### src/rtl/serial_adder_pkg.sv
// Shared definitions for the bit-serial adder sequencer: FSM state width and encoding.
package serial_adder_pkg;

    localparam int ST_W = 2;

    typedef logic [ST_W-1:0] state_t;

    localparam state_t ST_IDLE = 2'b00;
    localparam state_t ST_RUN  = 2'b01;
    localparam state_t ST_DONE = 2'b10;

endpackage

### src/rtl/serial_adder_ctrl_if.sv
// Requester <-> sequencer handshake bundle. The sub select exists only when
// SERIAL_ADDER_SUB_EN is defined.
interface serial_adder_ctrl_if #(
    parameter int WIDTH = 8
);
    logic             start;
    logic [WIDTH-1:0] a;
    logic [WIDTH-1:0] b;
`ifdef SERIAL_ADDER_SUB_EN
    logic             sub;
`endif
    logic             busy;
    logic             done;
    logic [WIDTH-1:0] sum;
    logic             cout;

`ifdef SERIAL_ADDER_SUB_EN
    modport master (output start, a, b, sub, input  busy, done, sum, cout);
    modport slave  (input  start, a, b, sub, output busy, done, sum, cout);
`else
    modport master (output start, a, b, input  busy, done, sum, cout);
    modport slave  (input  start, a, b, output busy, done, sum, cout);
`endif

endinterface

### src/rtl/fa_cell.sv
// Combinational one-bit full adder shared by every bit position of the serial add.
module fa_cell (
    input  logic a,
    input  logic b,
    input  logic cin,
    output logic s,
    output logic co
);

    assign s  = a ^ b ^ cin;
    assign co = (a & b) | (cin & (a ^ b));

endmodule

### src/rtl/serial_adder_ctrl.sv
// Bit-serial WIDTH-bit adder: one fa_cell walks the operands LSB first, one bit per clock.
// Define SERIAL_ADDER_SUB_EN to add the sub port (a - b as a + ~b + 1).
module serial_adder_ctrl
    import serial_adder_pkg::*;
#(
    parameter int WIDTH = 8
) (
    input  logic                 clk,
    input  logic                 rst_n,
    serial_adder_ctrl_if.slave   bus
);

    localparam int                CNT_W    = $clog2(WIDTH);
    localparam logic [CNT_W-1:0]  CNT_LAST = CNT_W'(WIDTH - 1);

    state_t             state_q, state_d;
    logic [WIDTH-1:0]   a_sh_q, a_sh_d;
    logic [WIDTH-1:0]   b_sh_q, b_sh_d;
    logic [WIDTH-1:0]   s_sh_q, s_sh_d;
    logic [WIDTH-1:0]   sum_q, sum_d;
    logic [CNT_W-1:0]   cnt_q, cnt_d;
    logic               carry_q, carry_d;
    logic               cout_q, cout_d;
    logic               sub_q, sub_d;

    logic               sub_in;
    logic               fa_b, fa_s, fa_co;
    logic               last_bit;

`ifdef SERIAL_ADDER_SUB_EN
    assign sub_in = bus.sub;
`else
    assign sub_in = 1'b0;
`endif

    // Subtraction inverts B on the fly; the +1 comes from the preset carry.
    assign fa_b     = b_sh_q[0] ^ sub_q;
    assign last_bit = (cnt_q == CNT_LAST);

    fa_cell u_fa (
        .a   (a_sh_q[0]),
        .b   (fa_b),
        .cin (carry_q),
        .s   (fa_s),
        .co  (fa_co)
    );

    always_ff @(posedge clk or negedge rst_n) begin
        if (!rst_n) state_q <= ST_IDLE;
        else        state_q <= state_d;
    end

    always_comb begin
        state_d = state_q;
        case (state_q)
            ST_IDLE: if (bus.start) state_d = ST_RUN;
            ST_RUN:  if (last_bit)  state_d = ST_DONE;
            ST_DONE:                state_d = ST_IDLE;
            default:                state_d = ST_IDLE;
        endcase
    end

    always_comb begin
        a_sh_d  = a_sh_q;
        b_sh_d  = b_sh_q;
        s_sh_d  = s_sh_q;
        sum_d   = sum_q;
        cnt_d   = cnt_q;
        carry_d = carry_q;
        cout_d  = cout_q;
        sub_d   = sub_q;
        case (state_q)
            ST_IDLE: begin
                if (bus.start) begin
                    a_sh_d  = bus.a;
                    b_sh_d  = bus.b;
                    cnt_d   = '0;
                    carry_d = sub_in;
                    sub_d   = sub_in;
                end
            end
            ST_RUN: begin
                s_sh_d  = {fa_s, s_sh_q[WIDTH-1:1]};
                a_sh_d  = a_sh_q >> 1;
                b_sh_d  = b_sh_q >> 1;
                carry_d = fa_co;
                // Counter parks at WIDTH-1 so it never wraps for power-of-two widths.
                if (last_bit) begin
                    sum_d  = s_sh_d;
                    cout_d = fa_co;
                end else begin
                    cnt_d  = cnt_q + 1'b1;
                end
            end
            default: ;
        endcase
    end

    always_ff @(posedge clk or negedge rst_n) begin
        if (!rst_n) begin
            a_sh_q  <= '0;
            b_sh_q  <= '0;
            s_sh_q  <= '0;
            sum_q   <= '0;
            cnt_q   <= '0;
            carry_q <= 1'b0;
            cout_q  <= 1'b0;
            sub_q   <= 1'b0;
        end else begin
            a_sh_q  <= a_sh_d;
            b_sh_q  <= b_sh_d;
            s_sh_q  <= s_sh_d;
            sum_q   <= sum_d;
            cnt_q   <= cnt_d;
            carry_q <= carry_d;
            cout_q  <= cout_d;
            sub_q   <= sub_d;
        end
    end

    always_comb begin
        bus.busy = (state_q == ST_RUN) || (state_q == ST_DONE);
        bus.done = (state_q == ST_DONE);
        bus.sum  = sum_q;
        bus.cout = cout_q;
    end

endmodule
### src/flat_wrapper.sv
// flat-port wrapper written by rule: the top's interface ports become plain ports
module serial_adder_ctrl_flat import serial_adder_pkg::*;
#(
    parameter int WIDTH = 8
)
  (clk, rst_n, bus_start, bus_a, bus_b, bus_busy, bus_done, bus_sum, bus_cout);
  serial_adder_ctrl_if #(.WIDTH(WIDTH)) bus_i ();
  input  logic clk;
  input  logic rst_n;
  input wire logic [$bits(bus_i.start)-1:0] bus_start;
  input wire logic [$bits(bus_i.a)-1:0] bus_a;
  input wire logic [$bits(bus_i.b)-1:0] bus_b;
  output wire logic [$bits(bus_i.busy)-1:0] bus_busy;
  output wire logic [$bits(bus_i.done)-1:0] bus_done;
  output wire logic [$bits(bus_i.sum)-1:0] bus_sum;
  output wire logic [$bits(bus_i.cout)-1:0] bus_cout;
  assign bus_i.start = bus_start;
  assign bus_i.a = bus_a;
  assign bus_i.b = bus_b;
  assign bus_busy = bus_i.busy;
  assign bus_done = bus_i.done;
  assign bus_sum = bus_i.sum;
  assign bus_cout = bus_i.cout;
  serial_adder_ctrl #(.WIDTH(WIDTH)) u_core (.clk(clk), .rst_n(rst_n), .bus(bus_i));
endmodule
### config.mk
export PLATFORM = sky130hd
export DESIGN_NAME = serial_adder_ctrl_flat
export DESIGN_NICKNAME = d
export VERILOG_FILES = /design/src/rtl/serial_adder_pkg.sv /design/src/rtl/serial_adder_ctrl_if.sv /design/src/rtl/fa_cell.sv /design/src/rtl/serial_adder_ctrl.sv /design/src/flat_wrapper.sv
export SDC_FILE = /design/constraint.sdc
export NUM_CORES = 1
export LEC_CHECK = 0
export BUFFER_PORTS_ARGS = -buffer_cell sky130_fd_sc_hd__buf_2
export CAP_MARGIN = 20
export CORE_UTILIZATION = 55
export CTS_BUF_LIST = sky130_fd_sc_hd__clkbuf_8
export DETAILED_ROUTE_END_ITERATION = 6
export GPL_ROUTABILITY_DRIVEN = 0
export PLACE_DENSITY_LB_ADDON = 0.15
export SYNTH_ARGS = -nofsm -noshare
export SYNTH_HDL_FRONTEND = slang
export SYNTH_SLANG_ARGS = --single-unit
export TNS_END_PERCENT = 100
### constraint.sdc
create_clock -name clk -period 2 [get_ports clk]
set_clock_uncertainty 0.1 [all_clocks]
set_input_delay 0.4 -clock clk [delete_from_list [all_inputs] [get_ports clk]]
set_output_delay 0.4 -clock clk [all_outputs]
set_load 0.01 [all_outputs]
# Word-level counts from Yosys, hierarchy flattened
# Index checks and enable logic that the tools add are counted.
[totals]
output_inout_bits = 11
in_bits = 19
regBits = 39
elab_cells = 39
[op_classes]
reduce_logical = 7
eq_ne = 6
n_mux = 12
bitwise_logic = 5
addsub = 1
[ops]
columns = ["op", "n"]
rows = [
  ["8-bit one-hot mux with 2 select lines", 2],
  ["8-bit 2-to-1 mux", 2],
  ["3-bit 2-to-1 mux", 2],
  ["3-bit one-hot mux with 2 select lines", 1],
  ["2-bit AND reduction", 3],
  ["2-bit 2-to-1 mux", 2],
  ["2-bit != test, second input constant", 2],
  ["2-bit one-hot mux with 2 select lines", 1],
  ["3-bit by 1-bit adder with 3-bit output, second input constant", 1],
  ["3-bit == test, second input constant", 1],
  ["3-bit AND reduction", 1],
  ["1-bit bitwise AND", 2],
  ["2-bit by 1-bit == test with 1-bit output, second input constant", 1],
  ["2-bit == test, second input constant", 1],
  ["2-bit zero test", 1],
  ["2-bit by 1-bit != test with 1-bit output, second input constant", 1],
  ["1-bit one-hot mux with 2 select lines", 1],
  ["2-bit nonzero test", 1],
  ["1-bit bitwise XOR", 2],
  ["1-bit logical OR", 1],
  ["1-bit 2-to-1 mux", 1],
  ["1-bit OR", 1],
]

# Longest topological paths before layout
# Gate-level depths: netlist (run 1).
[logic_depth]
depth_word = 4
mapped_depth = 6
depth_no_buf = 5

# Cells and area by module
# A second synthesis (run 1) with hierarchy kept.
[unflattened]
cells_unflattened = 139
area_unflattened_um2 = 1735.4
[by_module_without_submodules]
columns = ["module", "instances", "seq_area_each_um2", "area_each_um2", "cells_each"]
rows = [
  ["serial_adder_ctrl", 1, 950.9, 1715.4, 138],
  ["fa_cell", 1, 0.0, 20.0, 1],
]

# Worst setup path before layout (run 1)
# Ideal clock, no wire load.
[synth_path]
path_type = "register to register"
from = "register u_core.cnt_q[0]"
to = "register u_core.cnt_q[0]"
setup_slack_ns = 0.345
period_less_slack_ns = 1.655
t_arrival_ns = 1.429
path_buffers = 0
path_stages_with_launch = 5
required_time_ns = 1.775
setup_time_ns = 0.125
path_cell_list = "dfrtp_1 ha_1 ha_1 a211oi_4 mux2_4"
[synth_between]
elab_chain_len = 3
word_cells_on_any_way = 6
classes_between = "1 x add/sub; 2 x eq/ne; 2 x mux; 1 x reduce/logical"
[synth_rtl]
columns = ["item", "line", "rtl"]
rows = [
  ["from (decl)", "serial_adder_ctrl.sv:21", "logic [CNT_W-1:0] cnt_q, cnt_d;"],
  ["from (signal assigned)", "serial_adder_ctrl.sv:114", "cnt_q <= cnt_d;"],
  ["3-bit by 1-bit adder with 3-bit output / 3-bit == test (equally long branches)", "serial_adder_ctrl.sv:92, serial_adder_ctrl.sv:38", ""],
  ["3-bit 2-to-1 mux / 2-bit != test (equally long branches)", "n/a", ""],
  ["3-bit one-hot mux with 2 select lines / 3-bit AND reduction (equally long branches)", "n/a", ""],
]
# Parallel ways exist; a longest one is shown, timed or not. The select of a mux whose other input is x is not followed.
# A chain may end at the register's enable or synchronous reset.

# Worst setup path after layout (run 1)
[layout_path]
from = "register u_core.state_q[0]"
to = "register u_core.cnt_q[0]"
[layout_between]
elab_chain_len = 3
word_cells_on_any_way = 7
classes_between = "3 x eq/ne; 1 x mux; 3 x reduce/logical"
[layout_rtl]
columns = ["item", "line", "rtl"]
rows = [
  ["from (decl)", "serial_adder_ctrl.sv:16", "state_t state_q, state_d;"],
  ["from (signal assigned)", "serial_adder_ctrl.sv:50", "else state_q <= state_d;"],
  ["2-bit by 1-bit == test with 1-bit output / 2-bit zero test (equally long branches)", "serial_adder_ctrl.sv:72", "case (state_q)"],
  ["2-bit != test (no line) / 2-bit nonzero test (equally long branches)", "n/a", ""],
  ["3-bit AND reduction (no line)", "n/a", ""],
]
# Parallel ways exist; a longest one is shown, timed or not.

==> reports/qor.yml, run 1 <==
worst_setup_path:
  start_kind: "flip-flop"
  worst_path_largest_cell_delay_ns: 0.41
  critPathMaxFanout: 4
  timing.critical_path.arrival_ns: 1.82
  crit_family: "flip-flops"
  cp.required_ns: 2.07
  cp_slowest_cell: "dfrtp_1"
  endpoint_kind: "flip-flop"
  path_buf_inv: 1
  timing.critical_path.cells: "inv_1 > ha_1 > and2b_4 > a211oi_4 > mux2_4"
  crit_type: "reg -> reg"
drt:
  wirelength_um: 2830
  wl_per_cell_um: 13.2
  viasPerCell: 5.10
  drc_errors: 0
  ant_nets: 0
  vias: 1097
  dr.pass1.iters: 3
  drtIter0Drc: 38
yosys:
  synth-seq-cells: 38
  synth_area_leaders: "dfrtp_1 (55%), mux2_2 (11%), mux2i_1 (9.2%)"
  synth_nets: 166
  synth_top_cell_area_share_pct: 54.9
  synth_top_area_cell: "dfrtp_1"
  syn-instance-count: 139
  avgSynthCellArea_um2: 12.5
  ys_warn_count: 0
  synth-seq-area-share_pct: 54.9
  ys_types: 22
  synth_area_um2: 1730
power_and_ir_drop:
  peakVddDrop_mv: 0.876
  pwr-share-seq_pct: 43.0
  netSwitchingFraction_pct: 35.1
  p_per_area_nw_per_um2: 1500
  power_switching_mw: 1.05
  share_comb_of_total_power_pct: 41.0
  leakage_nw: 1.03
  p_int_mw: 1.95
  p_clk_share_pct: 16.0
outcome:
  status: "finished, final reports clean"
placement:
  portBuffers: 29
  hpwlAfterDp_um: 2050
  dp.cells: 208
timing:
  fmax_mhz: 574
  hold_violations: 0
  fin_tns_setup_ns: 0
  holdWs_ns: 0.0523
  period_share_pct: 87.1
  slew_violations: 0
  setup_viol: 0
  min_period_ns: 1.74
  tightest_slew_ns: 0.461
  maxSlewHeadroom_pct: 69.3
  rsz0062_at_grt: "false"
die:
  core_area_um2: 2880
  rows: 19
  dieHeight_um: 58.1
  start_util_pct: 60.2
  ios: 30
  die_x_um: 58.1
  dieArea_um2: 3380
final_layout:
  layout_common_cells: "dfrtp_1 (38), buf_2 (29), nand2_1 (20)"
  diodes: 0
  final_cells: 215
  fill_cells: 218
  final_layout_size_suffix_gt1_share_pct: 35.8
  final_common_cell: "dfrtp_1"
  multiInputGateArea_um2: 724
  fin_nets: 200
  area_delta_synth_final_pct: 15.5
  seqCellArea_um2: 951
clock_network:
  clk_latency_ns: 0.28
  cts_sinks: 38
  cts_setup_buffers: 0
  clk_pin_slew_worst_paths_ns: 0.07
  cts_resized: 0
  numCtsBuffers: 5
  cts_buffer_depth: 2
  ctsHoldBuffers: 0
  htreeDepth: 2
  cts_root_buf: "clkbuf_8"
  cts_tree: "yes"
flow_run:
  drv_cap: 0
grt:
  grt_max_degree: 39
  grt_pass1_wl_um: 5000
  grt_overflow: 0
  grt_antenna_before_repair: 0
  grt_usage_pct: 20.4
  grt_pass1_vias: 1127
hold_path:
  hold_class: "in -> async"
## power groups by stage
stage                     clock network [mW]  registers [mW]  logic [mW]
after floorplan                            0            1.29       0.959
after global placement                     0            1.28        1.17
after detailed placement                   0            1.31        1.24
after CTS                              0.500            1.29        1.25
after global routing                   0.523            1.33        1.40
final                                  0.480            1.29        1.23
## synthesized netlist by cell type
library cell / count
a211oi_4: 1
a21oi_1: 1
and2b_4: 1
buf_2: 2
buf_4: 3
clkbuf_2: 1
dfrtp_1: 38
fa_1: 1
ha_1: 7
inv_1: 5
mux2_2: 17
mux2_4: 1
mux2i_1: 16
mux2i_2: 1
nand2_1: 20
nand2_2: 1
nand2b_1: 2
nor2_1: 1
nor2b_1: 1
o21a_1: 1
o21ai_0: 16
o21ai_1: 2
## state kept, by name, summed over array words and instances (netlist names)
| name | cells |
|---|---|
| u_core.cnt_q | 3 |
| u_core.b_sh_q | 8 |
| u_core.state_q | 2 |
| u_core.bus.cout | 1 |
| u_core.carry_q | 1 |
| u_core.a_sh_q | 8 |
| u_core.bus.sum | 8 |
| u_core.s_sh_q | 7 |
## final timing paths
path	cells after the start	end	start	slack, ns
max in group asynchronous	2	u_core.a_sh_q[6]	rst_n	1.43
min reg2reg	2	u_core.b_sh_q[6]	u_core.b_sh_q[6]	0.38
max reg2reg	5	u_core.cnt_q[0]	u_core.state_q[0]	0.26
min in group clk	3	u_core.b_sh_q[7]	bus_b[7]	0.27
max	5	u_core.cnt_q[0]	u_core.state_q[0]	0.26
min	2	u_core.b_sh_q[3]	rst_n	0.05
## metal layers
| layer | vias up | global-route usage (%) | wire, um |
|---|---|---|---|
| met3 | 9 | 6.03 | 124 |
| li1 | 539 | - | - |
| met1 | 525 | 25.1 | 1240 |
| met4 | 0 | 10.2 | 82 |
| met2 | 24 | 33.0 | 1390 |
| met5 | - | 0 | 0 |
## stage by stage
stage          instance area [um2]  setup slack (ns)  util (%)  power (mW)
3_5_place_dp                  1920             0.254      66.8        2.55
5_1_grt                       2000             0.132      69.6        3.25
6_report                      2000             0.257      69.6        3.00
4_1_cts                       2000             0.248      69.6        3.04
2_1_floorplan                 1730             0.345         -        2.25
3_3_place_gp                  1920             0.313      66.8        2.45
## kinds of logic after synthesis
logic type,share of synthesized area (%)
fa+ha+maj,6.21
flops,54.9
simple gates,6.58
compound gates,7.08
mux,22.0
buf+inv,3.25
## final cells by class
class	count	area share, %
well taps	42	2.63
clock inverters	2	0.500
clock buffers	5	3.44
repair buffers	33	8.76
multi-input cells	90	36.2
inverters	5	0.938
flip-flops and latches	38	47.5
Power figures use the tool's default switching activity.
==> inputs of run 2 (changes only) <==
CORE_UTILIZATION = 54   (was 55)
CTS_BUF_LIST = not set   (was sky130_fd_sc_hd__clkbuf_8)
==> run 2 against run 1 <==
Net effect:
- critical path depth is 2 lower
- largest cell class unchanged
- utilization is 1.7 points lower
- final area is 3.5% higher
- via count is 1.2% lower
- critical endpoint is now bus_busy
- die area is 1.8% higher
- sequential power hardly changed
- combinational power hardly changed
==> reports/qor.yml, run 2 (synthesized netlist as in run 1, its figures left out) <==
outcome:
  status: "finished, final reports clean"
final_layout:
  final_cells: 219  # +1.9%
  diodes: 0  # unchanged
  area_delta_synth_final_pct: 19.6
  fin_nets: 201  # +0.50%
  fill_cells: 250  # +15%
  final_util_pct: 67.8  # -1.7 points
  final_common_cell: "dfrtp_1"
  final_layout_size_suffix_gt1_share_pct: 36.0  # +0.16 points
  layout_common_cells: "dfrtp_1 (38), buf_2 (29), nand2_1 (20)"
placement:
  hpwlAfterDp_um: 1980  # -3.2%
  dp.cells: 210  # +0.96%
  dp_worst_setup_slack_ns: 0.260  # +0.00639 ns
  portBuffers: 29  # unchanged
clock_network:
  clk_latency_ns: 0.35  # +0.07 ns
  cts_buffer_depth: 2  # unchanged
  numCtsBuffers: 5  # unchanged
  cts_setup_buffers: 0  # unchanged
  htreeDepth: 2  # unchanged
  cts_sinks: 38  # unchanged
  clk_pin_slew_worst_paths_ns: 0.11  # +0.04 ns
  cts_resized: 0  # unchanged
  cts_tree: "yes"
  ctsHoldBuffers: 1  # +1
  cts_root_buf: "clkbuf_4"
die:
  rows: 20  # +1
  start_util_pct: 56.7  # -3.5 points
  core_area_um2: 3050  # +6.1%
  dieHeight_um: 58.6  # +0.89%
  ios: 30  # unchanged
  dieArea_um2: 3440  # +1.8%
  die_x_um: 58.6  # +0.89%
timing:
  maxSlewHeadroom_pct: 68.8  # -0.49 points
  slew_violations: 0  # unchanged
  setup_viol: 0  # unchanged
  fin_tns_setup_ns: 0  # unchanged
  fmax_mhz: 564  # -1.7%
  tightest_slew_ns: 0.468  # +0.00731 ns
  min_period_ns: 1.77  # +0.0302 ns
  hold_violations: 0  # unchanged
  period_share_pct: 88.7  # +1.5 points
  rsz0062_at_grt: "false"
  fin_ws_ns: 0.227  # -0.0302 ns
worst_setup_path:
  r2r-start: "u_core.cnt_q[0]"
  cp_slowest_cell: "dfrtp_1"
  regToRegSetupSlack_ns: 0.25  # about the same
  worst_path_largest_cell_delay_ns: 0.41  # about the same
  regToRegEndpoint: "u_core.cnt_q[0]"
  path_buf_inv: 2  # +1
  rr_worst_depth: 4  # -1
  endpoint_kind: "output pin"
  timing.critical_path.arrival_ns: 1.27  # -0.55 ns
  start_kind: "flip-flop"
  crit_family: "flip-flops"
  cp.required_ns: 1.50  # -0.57 ns
  timing.critical_path.cells: "inv_1 > ha_1 > buf_2"
  crit_type: "reg -> out"
  critPathMaxFanout: 4  # unchanged
grt:
  grt_usage_pct: 19.7  # -0.78 points
  grt_overflow: 0  # unchanged
  grt_pass1_wl_um: 4890  # -2.2%
  grt_pass1_vias: 1107  # -1.8%
  grt_max_degree: 35  # -10%
  grt_antenna_before_repair: 0  # unchanged
power_and_ir_drop:
  leakage_nw: 1.05  # +2.7%
  peakVddDrop_mv: 0.845  # -3.6%
  p_per_area_nw_per_um2: 1550  # +3.5%
  power_mw: 3.22  # +7.2%
drt:
  vias: 1084  # -1.2%
  drtIter0Drc: 33  # -13%
  wirelength_um: 2780  # -1.9%
  wl_per_cell_um: 12.7  # -3.7%
  ant_nets: 0  # unchanged
  drc_errors: 0  # unchanged
  dr.pass1.iters: 4  # +1
  viasPerCell: 4.95  # -3.0%
flow_run:
  drv_cap: 0  # unchanged
hold_path:
  hold_class: "in -> reg"
  hold_path_end: "u_core.a_sh_q[7]"
  min_path_cells: 3
  hp-start: "bus_a[7]"
-- run 2: report_power, final --
part | leakage (nW) | internal [mW] | switching (mW)
clock network | 0.0585 | 0.424 | 0.255
logic | 0.507 | 0.643 | 0.609
registers | 0.488 | 1.10 | 0.188
total | 1.05 | 2.17 | 1.05
-- run 2: worst max-delay path by stage --
stage	slack, ns	cells past startpoint	startpoint	end
2_1_floorplan	0.35	4	u_core.cnt_q[0]	u_core.cnt_q[0]
3_3_place_gp	0.31	4	u_core.cnt_q[0]	u_core.cnt_q[0]
3_5_place_dp	0.26	4	u_core.cnt_q[0]	u_core.cnt_q[0]
4_1_cts	0.20	3	u_core.state_q[0]	bus_busy
5_1_grt	0.13	3	u_core.state_q[0]	bus_busy
6_report	0.23	3	u_core.state_q[0]	bus_busy
-- run 2: cell type report --
cell class                      instances  area, um2  area share [%]
Clock inverter                          2       60.1            2.90
Inverter                                5       18.8           0.906
Tap cell                               44       55.1            2.66
Multi-Input combinational cell         90        724            35.0
Clock buffer                            6       51.3            2.48
Sequential cell                        38        951            45.9
Timing Repair Buffer                   34        210            10.2
-- run 2: worst min-delay path: cells and delay by family --
| kind | cells | cell delay, ns |
|---|---|---|
| compound gates | 1 | 0.05 |
| simple gates | 1 | 0.06 |
| buf+inv | 1 | 0.09 |
-- run 2: layer usage --
layer	vias up	wire length (um)	GRT usage (%)
li1	537	-	-
met1	518	1260	23.7
met2	24	1370	32.5
met4	0	36	8.16
met3	5	120	6.59
met5	-	0	0
-- run 2: metrics by stage --
stage | hold WS [ns] | area [um2]
after floorplan | 0.00441 | 1730
after global placement | 0.279 | 1950
after detailed placement | 0.283 | 1950
after CTS | 0.180 | 2070
after global routing | 0.187 | 2070
final | 0.193 | 2070
==> inputs of run 3 (changes only) <==
REMOVE_ABC_BUFFERS = 1   (was not set)
==> run 3 against run 2 <==
Net effect:
- combinational power decreased by 3%
- critical path depth unchanged
- final cell count fell by 0.46%
- clock power is 45% lower
- final area shrank 3.7%
- highest routed layer unchanged
==> reports/qor.yml, run 3 (synthesized netlist as in run 1, its figures left out) <==
final_layout:
  final_layout_size_suffix_gt1_share_pct: 35.6  # -0.37 points
  final_cells: 218  # -0.46%
  layout_common_cells: "dfrtp_1 (38), buf_2 (29), nand2_1 (20)"
  diodes: 0  # unchanged
  fin_nets: 202  # +0.50%
  final_util_pct: 65.3  # -2.5 points
  stdcell_area_um2: 1990  # -3.7%
  final_common_cell: "dfrtp_1"
  area_delta_synth_final_pct: 15.1
clock_network:
  numCtsBuffers: 5  # unchanged
  clk_latency_ns: 0.33  # -0.02 ns
  cts_buffer_depth: 2  # unchanged
  cts_tree: "yes"
  htreeDepth: 2  # unchanged
  cts_root_buf: "clkbuf_4"
  cts_resized: 0  # unchanged
  clk_pin_slew_worst_paths_ns: 0.09  # -0.02 ns
  cts_sinks: 38  # unchanged
drt:
  ant_nets: 0  # unchanged
  wl_per_cell_um: 11.7  # -7.6%
  dr.pass1.iters: 4  # unchanged
  vias: 1110  # +2.4%
  viasPerCell: 5.09  # +2.9%
  drc_errors: 0  # unchanged
  wirelength_um: 2560  # -8.0%
  drtIter0Drc: 27  # -18%
die:
  rows: 20  # unchanged
  core_area_um2: 3050  # unchanged
  dieHeight_um: 58.6  # unchanged
  die_x_um: 58.6  # unchanged
  ios: 30  # unchanged
  start_util_pct: 56.7  # unchanged
  dieArea_um2: 3440  # unchanged
hold_path:
  min_path_cells: 3  # unchanged
  hold_class: "in -> reg"
timing:
  maxSlewHeadroom_pct: 69.8  # +0.98 points
  hold_violations: 0  # unchanged
  min_period_ns: 1.78  # +0.00255 ns
  slew_violations: 0  # unchanged
  setup_viol: 0  # unchanged
  fin_ws_ns: 0.224  # -0.00255 ns
  period_share_pct: 88.8  # +0.13 points
  tightest_slew_ns: 0.453  # -0.0147 ns
  rsz0062_at_grt: "false"
  fmax_mhz: 563  # -0.14%
power_and_ir_drop:
  peakVddDrop_mv: 0.686  # -19%
  p_per_area_nw_per_um2: 1440  # -7.3%
  power_mw: 2.87  # -11%
  leakage_nw: 1.02  # -3.1%
worst_setup_path:
  critPathMaxFanout: 4  # unchanged
  endpoint_kind: "output pin"
  timing.critical_path.arrival_ns: 1.28  # about the same
  crit_type: "reg -> out"
  cp.required_ns: 1.50  # about the same
  start_kind: "flip-flop"
  rr_worst_depth: 5  # +1
grt:
  grt_pass1_vias: 1087  # -1.8%
  grt_overflow: 0  # unchanged
  grt_antenna_before_repair: 0  # unchanged
  grt_usage_pct: 18.3  # -1.4 points
  grt_pass1_wl_um: 4540  # -7.1%
  grt_max_degree: 39  # +11%
flow_run:
  drv_cap: 0  # unchanged
outcome:
  status: "finished, final reports clean"
placement:
  dpl-instance-area_um2: 1930  # -0.90%
  dp_worst_setup_slack_ns: 0.262  # +0.00181 ns
  portBuffers: 29  # unchanged
  dp.cells: 211  # +0.48%
  hpwlAfterDp_um: 1880  # -5.3%
[run 3: where the power goes]
part / switching [mW] / total [mW] / internal (mW)
Combinational: 0.594 / 1.21 / 0.620
Sequential: 0.183 / 1.28 / 1.10
Clock: 0.215 / 0.373 / 0.158
Total: 0.992 / 2.87 / 1.88
[run 3: area by class of cell]
type	instances	area [um2]
Tap cell	44	55.1
Sequential cell	38	951
Fill cell	268	1060
Inverter	5	18.8
Multi-Input combinational cell	90	724
Timing Repair Buffer	35	193
Clock buffer	6	51.3
[run 3: metrics by stage]
step           setup TNS, ns  hold slack (ns)
6_report                   0            0.208
4_1_cts                    0            0.194
3_5_place_dp               0            0.369
3_3_place_gp               0            0.362
2_1_floorplan          -3.80          0.00441
5_1_grt                    0            0.213
[run 3: worst max-delay path, cell delays in order (launching register included)]
cell and delay, ns:
dfrtp_1 0.42, inv_1 0.10, ha_1 0.29, buf_2 0.14
[run 3: layer usage]
metal | wire length, um | GRT usage, % | vias up | part of all wire, %
li1 | - | - | 541 | -
met1 | 1090 | 19.2 | 535 | 43
met2 | 1290 | 32.8 | 27 | 50
met3 | 109 | 5.93 | 7 | 4.3
met4 | 63 | 9.18 | 0 | 2.5
met5 | 0 | 0 | - | 0
[run 3: timing repair]
| action | 4_1_cts | 5_1_grt |
|---|---|---|
| endpoints found under the hold margin | 3 | 0 |
| buffers inserted | 0 | 0 |
| hold buffers | 1 | 0 |
[run 3: path summary, 6_finish.rpt]
kind,startpoint,to,slack (ns)
setup / recovery,u_core.state_q[0],bus_busy,0.22
hold / removal,bus_a[7],u_core.a_sh_q[7],0.21
setup reg to reg,u_core.state_q[0],u_core.cnt_q[0],0.24
hold reg to reg,u_core.b_sh_q[1],u_core.b_sh_q[1],0.39
max in group asynchronous,rst_n,u_core.bus.sum[0],0.95
min in group asynchronous,rst_n,u_core.bus.sum[6],0.53
